**config.mk**
```make
export PLATFORM = sky130hd
export DESIGN_NAME = branch_resolve_unit
export DESIGN_NICKNAME = d
export VERILOG_FILES = /design/src/rtl/bru_pkg.sv /design/src/rtl/bru_fifo.sv /design/src/rtl/branch_resolve_unit.sv
export SDC_FILE = /design/constraint.sdc
export NUM_CORES = 1
export LEC_CHECK = 0
export ABC_AREA = 1
export BUFFER_PORTS_ARGS = -buffer_cell sky130_fd_sc_hd__clkbuf_2
export CORE_MARGIN = 1.5
export CORE_UTILIZATION = 63
export CTS_BUF_LIST = sky130_fd_sc_hd__clkbuf_16
export DETAILED_ROUTE_END_ITERATION = 10
export PLACE_DENSITY = 0.9
export SYNTH_ARGS = -nofsm -noshare
export SYNTH_HDL_FRONTEND = slang
export SYNTH_HIERARCHICAL = 1
export SYNTH_SLANG_ARGS = --single-unit
```
**constraint.sdc**
```tcl
create_clock -name clk -period 12.9 [get_ports clk]
set_input_delay 0.645 -clock clk [delete_from_list [all_inputs] [get_ports clk]]
set_output_delay 0.645 -clock clk [all_outputs]
set_load 0.02 [all_outputs]
```
**src/rtl/bru_pkg.sv**
```systemverilog
// Shared types and constants for the branch resolve unit.
package bru_pkg;

  localparam int unsigned PC_W          = 32;
  localparam int unsigned DEFAULT_DEPTH = 4;

  typedef struct packed {
    logic            taken;
    logic [PC_W-1:0] pc_imm;
    logic [PC_W-1:0] pc_add_4;
  } bru_entry_t;

endpackage

```
**src/rtl/bru_fifo.sv**
```systemverilog
// In-flight prediction FIFO: power-of-two ring with occupancy counter and synchronous clear.
module bru_fifo
  import bru_pkg::*;
#(
  parameter int unsigned DEPTH = DEFAULT_DEPTH
) (
  input  logic       clk,
  input  logic       rst,
  input  logic       push,
  input  logic       pop,
  input  logic       clear,
  input  bru_entry_t wr_data,
  output bru_entry_t head,
  output logic       full,
  output logic       empty
);

  localparam int unsigned AW = $clog2(DEPTH);
  localparam int unsigned CW = AW + 1;

  bru_entry_t    mem [DEPTH];
  logic [AW-1:0] wr_ptr;
  logic [AW-1:0] rd_ptr;
  logic [CW-1:0] count;
  logic          do_push;
  logic          do_pop;

  always_comb begin
    empty   = (count == '0);
    full    = (count == CW'(DEPTH));
    do_pop  = pop & ~empty;
    // At full, a push is accepted only when the head slot is freed in the same cycle
    do_push = push & (~full | do_pop);
    head    = mem[rd_ptr];
  end

  always_ff @(posedge clk or posedge rst) begin
    if (rst) begin
      wr_ptr <= '0;
      rd_ptr <= '0;
      count  <= '0;
    end else if (clear) begin
      wr_ptr <= '0;
      rd_ptr <= '0;
      count  <= '0;
    end else begin
      if (do_push) wr_ptr <= wr_ptr + AW'(1);
      if (do_pop)  rd_ptr <= rd_ptr + AW'(1);
      count <= count + CW'(do_push) - CW'(do_pop);
    end
  end

  always_ff @(posedge clk) begin
    if (do_push && !clear) mem[wr_ptr] <= wr_data;
  end

endmodule

```
**src/rtl/branch_resolve_unit.sv**
```systemverilog
// Matches IF-stage predictions against ID-stage resolutions; flushes on mispredict.
// Optional performance counters enabled by defining BRU_PERF_CNT_EN.
module branch_resolve_unit
  import bru_pkg::*;
#(
  parameter int unsigned DEPTH = DEFAULT_DEPTH,
  parameter int unsigned CNT_W = 32
) (
  input  logic            clk,
  input  logic            rst,
  input  logic            pred_valid,
  input  logic            pred_taken,
  input  logic [PC_W-1:0] pred_pc_imm,
  input  logic [PC_W-1:0] pred_pc_add_4,
  input  logic            res_valid,
  input  logic            res_taken,
  input  logic            stall,
  output logic            flush,
  output logic [PC_W-1:0] redirect_pc,
  output logic            upd_valid,
  output logic            upd_taken,
  output logic            fifo_full,
  output logic            fifo_empty,
  output logic            err_overflow,
  output logic            err_underflow
`ifdef BRU_PERF_CNT_EN
  ,
  output logic [CNT_W-1:0] cnt_branch,
  output logic [CNT_W-1:0] cnt_mispredict
`endif
);

  if (DEPTH < 2 || DEPTH > 16 || (DEPTH & (DEPTH - 1)) != 0 || CNT_W == 0) begin : g_param_check
    $error("branch_resolve_unit: DEPTH must be a power of 2 in 2..16 and CNT_W nonzero");
  end

  bru_entry_t head;
  bru_entry_t wr_data;
  logic       res_fire;
  logic       push;
  logic       pop;
  logic       mispredict;

  always_comb begin
    res_fire    = res_valid & ~stall;
    pop         = res_fire & ~fifo_empty;
    mispredict  = pop & (head.taken != res_taken);
    flush       = mispredict;
    redirect_pc = '0;
    // Redirect to the path the prediction did not take
    if (mispredict) redirect_pc = head.taken ? head.pc_add_4 : head.pc_imm;
    push        = pred_valid & ~stall & ~mispredict;
    wr_data     = '{taken: pred_taken, pc_imm: pred_pc_imm, pc_add_4: pred_pc_add_4};
  end

  bru_fifo #(
    .DEPTH (DEPTH)
  ) u_fifo (
    .clk     (clk),
    .rst     (rst),
    .push    (push),
    .pop     (pop),
    .clear   (mispredict),
    .wr_data (wr_data),
    .head    (head),
    .full    (fifo_full),
    .empty   (fifo_empty)
  );

  always_ff @(posedge clk or posedge rst) begin
    if (rst) begin
      upd_valid     <= 1'b0;
      upd_taken     <= 1'b0;
      err_overflow  <= 1'b0;
      err_underflow <= 1'b0;
    end else begin
      upd_valid     <= pop;
      upd_taken     <= pop & res_taken;
      err_overflow  <= err_overflow | (push & fifo_full & ~pop);
      err_underflow <= err_underflow | (res_fire & fifo_empty);
    end
  end

`ifdef BRU_PERF_CNT_EN
  always_ff @(posedge clk or posedge rst) begin
    if (rst) begin
      cnt_branch     <= '0;
      cnt_mispredict <= '0;
    end else begin
      if (pop && cnt_branch != '1)            cnt_branch     <= cnt_branch + CNT_W'(1);
      if (mispredict && cnt_mispredict != '1) cnt_mispredict <= cnt_mispredict + CNT_W'(1);
    end
  end
`endif

endmodule

```
==> impl_metrics.csv, run 1 <==
group,metric,value,unit
sta,fmax,188,MHz
final_layout,final_layout_size_suffix_gt1_frac,0.201,
final_layout,final_common_cell,"edfxtp_1",
power,p_per_area,217,nW/µm²
final_layout,most-common-layout-cells,"edfxtp_1 (260), nor2_1 (143), clkbuf_2 (109)",
logic_synthesis,synthCells,857,
placed_design,portBuffers,109,
setup_path,cp.arrival,5.47,ns
clock_network,post_cts_buffers,0,
setup_path,r2r_slack,7.59,ns
setup_path,cp.required,13.06,ns
global_route,grt_pass1_wl,37500,µm
final_layout,ff_latch_area,8090,µm²
logic_synthesis,synth_fp_nets,934,
global_route,grt_pass1_vias,7015,
floorplan,die_x,136,µm
setup_path,setup.worst_path.class,"register to register",
placed_design,gp_congestion,0.840,
clock_network,cts-root-buf,"clkbuf_16",
run_status,status,"finished, final reports clean",
clock_network,clock_path_buffers,3,
routing,postRouteAntennaNets,0,
setup_path,cpLargestDelayFamily,"simple AND/OR/NAND/NOR gates",
sta,finalCritPeriodShare,0.412,
floorplan,die_area,18400,µm²
logic_synthesis,synth_area_leaders,"edfxtp_1 (70%), nor2_1 (5.0%), o21ai_0 (4.8%)",
global_route,antenna_found_initial,0,
global_route,grt_max_degree,132,
clock_network,ctsResizeCount,0,
logic_synthesis,synth_warnings,6,
placed_design,dp_slack,7.80,ns
clock_network,clock_latency,0.53,ns
routing,vias_per_cell,6.16,
routing,wl_per_cell,20.3,µm
logic_synthesis,synth_top_area_cell,"edfxtp_1",
setup_path,end_kind,"register",
clock_network,hold_buffers,0,
sta,setup_tns,0,ns
floorplan,rows,48,
run,cap_violations,0,
routing,drc_errors,0,
routing,wl,24200,µm
placed_design,place_inst,1146,
floorplan,coreArea,17200,µm²
setup_path,timing.rr.start,"u_fifo/rd_ptr[0]",
final_layout,fin_cells,1191,
logic_synthesis,ys_ff_latch,271,
floorplan,die_y,136,µm
clock_network,cts_made_buffers,27,
sta,finalHoldViolCount,0,
floorplan,io_pins,110,
sta,timing.final.ws_setup,7.59,ns
sta,rsz0062_at_grt,"false",
setup_path,crit_chain,"inv_8, o21ai_0, o22ai_2, buf_4, inv_4, nand2_1, nand2_1, nor2_1, nor2_1, nand3_1, nor2_4, buf_4",
clock_network,htree_levels,1,
sta,relSlewSlack,0.293,
sta,finalSetupViolations,0,
power,vdd_drop_max,0.123,mV
clock_network,clock_sinks,271,
routing,vias,7336,
floorplan,start_util,0.644,
final_layout,multiInputGateArea,2400,µm²
logic_synthesis,synthDistinctLibCells,33,
final_layout,area_growth_syn_to_layout,11.7,%
setup_path,path_buf_inv,4,
final_layout,antenna-diode-count,0,
placed_design,dp.final_hpwl,13800,µm
setup_path,reg2reg_depth,12,
sta,worstMarginPinSlew,1.06,ns
routing,drtIter0Drc,1206,
logic_synthesis,yosys.area.top_type_share,0.704,
setup_path,crit_slowest_cell,"nor2_4",
hold_path,hold_path_class,"input pin to async pin",
final_layout,n_fill_cell,1003,
logic_synthesis,syn_area_per_cell,12.9,µm²
sta,min_period,5.31,ns
final_layout,final_nets,1027,
clock_network,cts_tree,"built",
clock_network,path_clk_slew,0.06,ns
global_route,grt_overflow,0,
logic_synthesis,syn_area,11100,µm²
setup_path,start_kind,"register",
setup_path,crit_path_max_fanout,131,
sta,drv_slew,0,
power,p_leak,4.59,nW
setup_path,regToRegEndpoint,"u_fifo/mem[0][12]",
routing,first_pass_iters,6,
global_route,grt.total_usage,0.270,
logic_synthesis,ys_seq_area_frac,0.729,
sta,fin_skew,0.0104,ns
setup_path,worst_path_largest_cell_delay,0.93,ns
==> worst max path at each step <==
| stage | start | endpoint | slack [ns] | depth (start not counted) |
|---|---|---|---|---|
| finish | u_fifo/rd_ptr[0] | u_fifo/mem[0][12] | 7.59 | 12 |
| detailed placement | u_fifo/rd_ptr[0] | u_fifo/mem[0][10] | 7.80 | 12 |
| CTS | u_fifo/rd_ptr[0] | u_fifo/mem[0][1] | 7.72 | 12 |
| global placement | u_fifo/rd_ptr[0] | u_fifo/mem[0][10] | 7.98 | 12 |
| floorplan | u_fifo/rd_ptr[0] | u_fifo/mem[0][0] | 7.82 | 13 |
| global route | u_fifo/rd_ptr[0] | u_fifo/mem[0][12] | 7.28 | 12 |
==> logic make-up after synthesis <==
logic type,count (synthesis),synth area share
buffers and inverters,106,0.0582
AND/OR/NAND/NOR,243,0.0926
flip-flops,271,0.729
XOR/XNOR,1,0.000790
AO/OA/AOI/OAI,230,0.112
adder cells (fa/ha/maj),6,0.00745
==> cell usage after synthesis (all sizes together) <==
| cell | count |
|---|---|
| dfrtp | 11 |
| nand3 | 9 |
| o21bai | 2 |
| a21oi | 32 |
| nor2 | 178 |
| o22ai | 65 |
| clkinv | 1 |
| ha | 5 |
| nand2 | 51 |
| edfxtp | 260 |
| buf | 38 |
| nand4 | 4 |
| inv | 52 |
| xor2 | 1 |
| nor3 | 1 |
| clkbuf | 15 |
| o21ai | 131 |
| fa | 1 |
==> per-stage QoR <==
step / power [mW] / utilization / area [µm²] / hold WS, ns
floorplan: 1.78 / - / 11100 / 0.411
global placement: 1.91 / 0.672 / 11600 / 0.461
global route: 2.81 / 0.719 / 12400 / 0.0192
CTS: 2.68 / 0.719 / 12400 / 0.00687
finish: 2.69 / 0.719 / 12400 / 0.0125
detailed placement: 1.95 / 0.672 / 11600 / 0.467
==> final cells by class <==
cell class / count / area share
clock inverters: 18 / 0.0104
well taps: 225 / 0.0227
inverters: 53 / 0.0169
flip-flops and latches: 271 / 0.653
repair buffers: 117 / 0.0489
multi-input cells: 480 / 0.194
clock buffers: 27 / 0.0545
==> power by group <==
| part | internal, mW | leakage, nW | total, mW | switching [mW] |
|---|---|---|---|---|
| combinational | 0.239 | 1.70 | 0.871 | 0.631 |
| clock | 0.415 | 0.410 | 0.717 | 0.302 |
| sequential | 1.06 | 2.48 | 1.10 | 0.0445 |
==> registers in the layout (all words and copies together), names as in the netlist <==
name,cells
err_underflow,1
err_overflow,1
u_fifo/count,3
u_fifo/rd_ptr,2
upd_taken,1
upd_valid,1
u_fifo/wr_ptr,2
u_fifo/mem,260
==> per-layer routing <==
layer	share of wire	GRT usage
met5	0	0
met2	0.49	0.439
met1	0.37	0.370
met4	0.034	0.102
met3	0.10	0.0475
No activity file was read; power rests on OpenSTA's default activity.
==> inputs of run 2 (changes only) <==
--- a/config.mk
+++ b/config.mk
@@ -5,13 +5,13 @@
 export SDC_FILE = /design/constraint.sdc
 export NUM_CORES = 1
 export LEC_CHECK = 0
-export ABC_AREA = 1
+export ABC_AREA = 0
 export BUFFER_PORTS_ARGS = -buffer_cell sky130_fd_sc_hd__clkbuf_2
 export CORE_MARGIN = 1.5
-export CORE_UTILIZATION = 63
+export CORE_UTILIZATION = 59
 export CTS_BUF_LIST = sky130_fd_sc_hd__clkbuf_16
 export DETAILED_ROUTE_END_ITERATION = 10
-export PLACE_DENSITY = 0.9
+export PLACE_DENSITY = 0.86
 export SYNTH_ARGS = -nofsm -noshare
 export SYNTH_HDL_FRONTEND = slang
 export SYNTH_HIERARCHICAL = 1
==> constraint.sdc (replaced) <==
create_clock -name clk -period 5 [get_ports clk]
set_input_delay 0.25 -clock clk [delete_from_list [all_inputs] [get_ports clk]]
set_output_delay 0.25 -clock clk [all_outputs]
set_load 0.02 [all_outputs]
==> impl_metrics.csv, run 2 <==
group,metric,value,unit
global_route,grt_overflow,0,
placed_design,gp_congestion,0.730,
power,p_per_area,517,nW/µm²
setup_path,crit_slowest_cell,"and2_4",
final_layout,reg_top3,"u_fifo/mem (260), u_fifo/count (3)",
power,p_int,4.82,mW
hold_path,min_from,"pred_valid",
setup_path,crit_chain,"mux4_2, xnor2_4, buf_4, nor2_1, nor3b_1, and2_4",
power,clkPwrFrac,0.315,
sta,rsz0062_at_grt,"false",
global_route,grt.total_usage,0.241,
clock_network,cts_made_buffers,27,
clock_network,clock_sinks,271,
final_layout,most-common-layout-cells,"edfxtp_1 (260), clkbuf_2 (109), dlygate4sd3_1 (67)",
setup_path,end_kind,"register",
routing,vias,5561,
final_layout,final_common_cell,"edfxtp_1",
global_route,grt_pass1_vias,5981,
final_layout,area_growth_syn_to_layout,21.0,%
sta,finalHoldViolCount,0,
logic_synthesis,synth_top_area_cell,"edfxtp_1",
clock_network,path_clk_slew,0.06,ns
clock_network,post_cts_buffers,0,
floorplan,coreArea,18000,µm²
power,p_sw_frac,0.287,
global_route,grt_max_degree,66,
hold_path,min_to,"err_overflow",
logic_synthesis,synth.most_common_cell,"edfxtp_1",
sta,fmax,273,MHz
run_status,status,"finished, final reports clean",
sta,drv_slew,0,
setup_path,r2r_slack,1.34,ns
setup_path,cp.arrival,3.81,ns
hold_path,hold_path_class,"input pin to register",
final_layout,n_fill_cell,979,
sta,fin_skew,0.0168,ns
setup_path,worst_path_largest_cell_delay,0.88,ns
floorplan,rows,49,
sta,setup_tns,0,ns
floorplan,die_y,138,µm
logic_synthesis,yosys-top-cells-count,"edfxtp_1 (260), mux4_2 (65), mux2i_1 (33)",
floorplan,die_x,138,µm
clock_network,clock_path_buffers,3,
logic_synthesis,ys_seq_area_frac,0.749,
power,vdd_drop_max,0.400,mV
global_route,antenna_found_initial,1,
power,p_leak,4.54,nW
sta,worstMarginPinSlew,1.01,ns
logic_synthesis,syn_area_per_cell,22.7,µm²
routing,first_pass_iters,5,
setup_path,timing.rr.start,"u_fifo/rd_ptr[0]",
sta,min_period,3.66,ns
power,p_seq_frac,0.421,
routing,vias_per_cell,6.12,
clock_network,ctsResizeCount,0,
logic_synthesis,yosys.area.top_type_share,0.723,
logic_synthesis,syn_area,10800,µm²
logic_synthesis,synthDistinctLibCells,31,
logic_synthesis,synthFlopType,"edfxtp_1",
run,cap_violations,0,
routing,drc_errors,0,
logic_synthesis,synth_edf_count,260,
logic_synthesis,synth_area_leaders,"edfxtp_1 (72%), mux4_2 (14%), mux2i_1 (3.1%)",
clock_network,clock_latency,0.52,ns
floorplan,die_area,19100,µm²
clock_network,cts-root-buf,"clkbuf_16",
placed_design,portBuffers,109,
setup_path,regToRegEndpoint,"u_fifo/mem[1][21]",
setup_path,cp.required,5.15,ns
logic_synthesis,synth_warnings,6,
power,power_frac_comb,0.264,
floorplan,io_pins,110,
power,p_sw,1.94,mW
final_layout,final_layout_size_suffix_gt1_frac,0.384,
placed_design,dp.final_hpwl,11400,µm
logic_synthesis,async_flop_share,0.0406,
routing,drtIter0Drc,512,
clock_network,cts_tree,"built",
routing,postRouteAntennaNets,0,
clock_network,htree_levels,1,
setup_path,reg2reg_depth,6,
setup_path,start_kind,"register",
hold_path,hold_depth,2,
floorplan,start_util,0.601,
logic_synthesis,ys_ff_latch,271,
setup_path,crit_path_max_fanout,65,
final_layout,largest_register_ffs,260,
setup_path,crit_start,"u_fifo/rd_ptr[0]",
routing,wl_per_cell,24.9,µm
setup_path,setup.worst_path.class,"register to register",
sta,relSlewSlack,0.327,
routing,wl,22600,µm
final_layout,regMostFlops,"u_fifo/mem",
final_layout,final_nets,737,
logic_synthesis,synthCells,475,
logic_synthesis,synth_fp_nets,552,
global_route,grt_pass1_wl,34800,µm
sta,finalCritPeriodShare,0.733,
final_layout,postLayoutCoreUtil,0.727,
sta,finalSetupViolations,0,
clock_network,hold_buffers,67,
run 2: cell families after synthesis:
kind of cell / after synthesis / share of synthesized area
xor+xnor: 5 / 0.00475
mux: 99 / 0.167
flops: 271 / 0.749
buf+inv: 34 / 0.0262
fa+ha+maj: 6 / 0.00765
simple gates: 54 / 0.0403
compound gates: 6 / 0.00487
run 2: worst max-delay path by stage:
stage | to | slack [ns] | cells past startpoint
5_1_grt | u_fifo/mem[1][11] | 1.13 | 6
2_1_floorplan | u_fifo/mem[0][0] | 0.58 | 10
3_3_place_gp | u_fifo/mem[1][51] | 1.51 | 6
3_5_place_dp | u_fifo/mem[0][19] | 1.39 | 6
4_1_cts | redirect_pc[11] | 1.33 | 6
6_report | u_fifo/mem[1][21] | 1.34 | 6
run 2: power by group through the flow:
stage / Clock [mW] / Sequential (mW) / Combinational, mW
global placement: 0 / 2.85 / 1.65
detailed placement: 0 / 2.88 / 1.70
global route: 2.24 / 2.86 / 1.91
finish: 2.13 / 2.84 / 1.78
CTS: 2.14 / 2.84 / 1.78
floorplan: 0 / 2.86 / 1.39
run 2: metal layers:
layer  up-vias  GRT usage  routed length [µm]
met5         -          0                   0
met4         0      0.105                 824
met3        69     0.0447                1620
met2       296      0.394               11400
met1      2858      0.324                8810
li1       2338          -                   -
run 2: worst max-delay path: cells and delay by family (launching register included):
kind	cells	cell delay (ns)
muxes	1	0.59
DFF	1	0.42
and+or+nand+nor	3	1.47
xor gates and xnor gates	1	0.17
buffers and inverters	1	0.56
run 2: through the flow:
step                      power, mW  setup slack [ns]  std cells  cell area, µm²  hold slack, ns
after floorplan                4.25             0.584        475           10800          0.0161
after global placement         4.50              1.51        793           11400           0.124
after global routing           7.01              1.13        909           13100          0.0356
after CTS                      6.77              1.33        908           13100         0.00988
final                          6.75              1.34        909           13100          0.0284
after detailed placement       4.58              1.39        793           11400           0.132
run 2: layout make-up:
type / count / area [µm²] / share of cell area
inverter: 7 / 26.3 / 0.00201
multi-input combinational: 170 / 2450 / 0.188
timing repair buffer: 183 / 1270 / 0.0972
tap: 229 / 287 / 0.0219
clock inverter: 21 / 259 / 0.0198
antenna: 1 / 2.50 / 0.000192
sequential: 271 / 8090 / 0.620
clock buffer: 27 / 676 / 0.0518
==> inputs of run 3 (changes only) <==
--- a/config.mk
+++ b/config.mk
@@ -5,13 +5,13 @@
 export SDC_FILE = /design/constraint.sdc
 export NUM_CORES = 1
 export LEC_CHECK = 0
-export ABC_AREA = 0
+export ABC_AREA = 1
 export BUFFER_PORTS_ARGS = -buffer_cell sky130_fd_sc_hd__clkbuf_2
 export CORE_MARGIN = 1.5
-export CORE_UTILIZATION = 59
+export CORE_UTILIZATION = 53
 export CTS_BUF_LIST = sky130_fd_sc_hd__clkbuf_16
 export DETAILED_ROUTE_END_ITERATION = 10
-export PLACE_DENSITY = 0.86
+export PLACE_DENSITY = 0.82
 export SYNTH_ARGS = -nofsm -noshare
 export SYNTH_HDL_FRONTEND = slang
 export SYNTH_HIERARCHICAL = 1
==> constraint.sdc (replaced) <==
create_clock -name clk -period 3.3 [get_ports clk]
set_input_delay 0.165 -clock clk [delete_from_list [all_inputs] [get_ports clk]]
set_output_delay 0.165 -clock clk [all_outputs]
set_load 0.02 [all_outputs]
==> impl_metrics.csv, run 3 (same netlist as run 1, synthesis figures left out) <==
group,metric,value,unit
routing,wl_per_cell,19.3,µm
floorplan,coreArea,20400,µm²
placed_design,portBuffers,109,
setup_path,start_kind,"register",
final_layout,n_fill_cell,1333,
routing,drc_errors,0,
routing,vias,7546,
floorplan,die_y,148,µm
final_layout,area_growth_syn_to_layout,19.8,%
setup_path,cp.required,3.13,ns
sta,setup_tns,0,ns
global_route,grt_pass1_wl,39500,µm
final_layout,final_nets,1106,
floorplan,rows,52,
setup_path,end_kind,"output pin",
clock_network,clock_path_buffers,3,
sta,rsz0062_at_grt,"false",
routing,wl,25400,µm
setup_path,crit_path_max_fanout,33,
clock_network,path_clk_slew,0.06,ns
global_route,antenna_found_initial,1,
power,p_per_area,799,nW/µm²
floorplan,start_util,0.545,
sta,fmax,318,MHz
sta,relSlewSlack,0.414,
clock_network,post_cts_buffers,0,
final_layout,largest_register_ffs,260,
final_layout,final_common_cell,"edfxtp_1",
setup_path,setup.worst_path.class,"register to output pin",
sta,drv_slew,0,
clock_network,clock_sinks,271,
floorplan,die_x,148,µm
clock_network,cts-root-buf,"clkbuf_16",
sta,min_period,3.15,ns
clock_network,clock_latency,0.53,ns
hold_path,hold_path_class,"input pin to register",
placed_design,gp_congestion,0.836,
global_route,grt.total_usage,0.234,
setup_path,r2r_slack,0.44,ns
sta,finalCritPeriodShare,0.954,
routing,drtIter0Drc,885,
global_route,grt_overflow,0,
clock_network,htree_levels,1,
floorplan,die_area,21800,µm²
placed_design,dp.final_hpwl,14000,µm
final_layout,ff_latch_area,8090,µm²
routing,first_pass_iters,5,
final_layout,multiInputGateArea,2410,µm²
sta,fin_skew,0.00946,ns
run_status,status,"finished, final reports clean",
sta,finalSetupViolations,0,
final_layout,reg_top3,"u_fifo/mem (260), u_fifo/count (3)",
floorplan,io_pins,110,
final_layout,regMostFlops,"u_fifo/mem",
power,p_leak,4.95,nW
routing,vias_per_cell,5.73,
power,vdd_drop_max,0.585,mV
sta,worstMarginPinSlew,0.879,ns
final_layout,final_layout_size_suffix_gt1_frac,0.197,
sta,whs,0.0144,ns
clock_network,cts_tree,"built",
routing,postRouteAntennaNets,0,
run,cap_violations,0,
setup_path,cp.arrival,2.98,ns
global_route,grt_pass1_vias,7268,
global_route,grt_max_degree,124,
clock_network,cts_made_buffers,26,
final_layout,most-common-layout-cells,"edfxtp_1 (260), nor2_1 (142), clkbuf_2 (109)",
sta,finalHoldViolCount,0,
## run 3: cell count changes in the layout (fill, tap and decap cells not counted), moves of 5 or more
| cell | change |
|---|---|
| nor2_2 | +31 |
| o22ai_1 | +64 |
| o21ai_1 | +23 |
| mux2i_1 | -33 |
| nand3_1 | +8 |
| nor3_2 | -29 |
| nand2_1 | +49 |
| a21oi_1 | +32 |
| o21ai_0 | +106 |
| mux4_2 | -65 |
| inv_1 | +45 |
| nor2_1 | +134 |
| nor2_4 | +5 |
## run 3: through the flow
| step | cells | total power [mW] | setup WS, ns | util | cell area [µm²] |
|---|---|---|---|---|---|
| finish | 1317 | 10.6 | 0.152 | 0.653 | 13300 |
| global route | 1317 | 11.2 | 0.0295 | 0.653 | 13300 |
| CTS | 1316 | 10.5 | 0.0336 | 0.652 | 13300 |
| detailed placement | 1200 | 7.66 | 0.491 | 0.578 | 11800 |
| global placement | 1200 | 7.57 | 0.538 | 0.578 | 11800 |
| floorplan | 857 | 6.96 | 0.00290 | - | 11100 |
## run 3: metal layers
| layer | vias to the layer above | global-route usage | routed length, µm |
|---|---|---|---|
| met5 | - | 0 | 0 |
| met2 | 412 | 0.379 | 12400 |
| met4 | 0 | 0.0925 | 799 |
| met1 | 3641 | 0.324 | 10200 |
| li1 | 3427 | - | - |
| met3 | 66 | 0.0327 | 2070 |
## run 3: power breakdown
group | internal (mW) | leakage (nW) | switching [mW] | total (mW)
registers | 4.12 | 2.48 | 0.149 | 4.27
logic | 1.05 | 2.05 | 2.51 | 3.56
clock network | 1.62 | 0.412 | 1.18 | 2.79
total | 6.79 | 4.95 | 3.83 | 10.6
## run 3: worst paths after layout
kind                                  start                 to  depth (start not counted)
min in group asynchronous               rst      err_underflow                          3
min                                   stall      err_underflow                          4
max reg2reg                u_fifo/rd_ptr[0]  u_fifo/mem[1][55]                         10
max                        u_fifo/rd_ptr[0]    redirect_pc[31]                         10
max in group asynchronous               rst   u_fifo/rd_ptr[0]                          3
min reg2reg                    err_overflow       err_overflow                          1
## run 3: repair_timing
item,CTS,global route
gates cloned,0,0
hold buffers,71,0
endpoints found under the setup margin,1,32
resized for setup,1,3
hold endpoints to repair,275,0
## run 3: critical path, cell delays in order (launching register included)
cell	delay (ns)
dfrtp_4	0.52
inv_8	0.11
o21ai_0	0.21
o22ai_2	0.14
inv_4	0.07
buf_4	0.37
nand2_1	0.11
nand2_2	0.11
nand2_4	0.32
nor2_1	0.28
clkbuf_2	0.22
## run 3: final cells by class
cell class	instances	area share
sequential	271	0.608
multi-input combinational	480	0.181
timing repair buffer	197	0.109
clock buffer	27	0.0508
tap	270	0.0254
inverter	53	0.0157
clock inverter	18	0.00951
antenna	1	0.000188
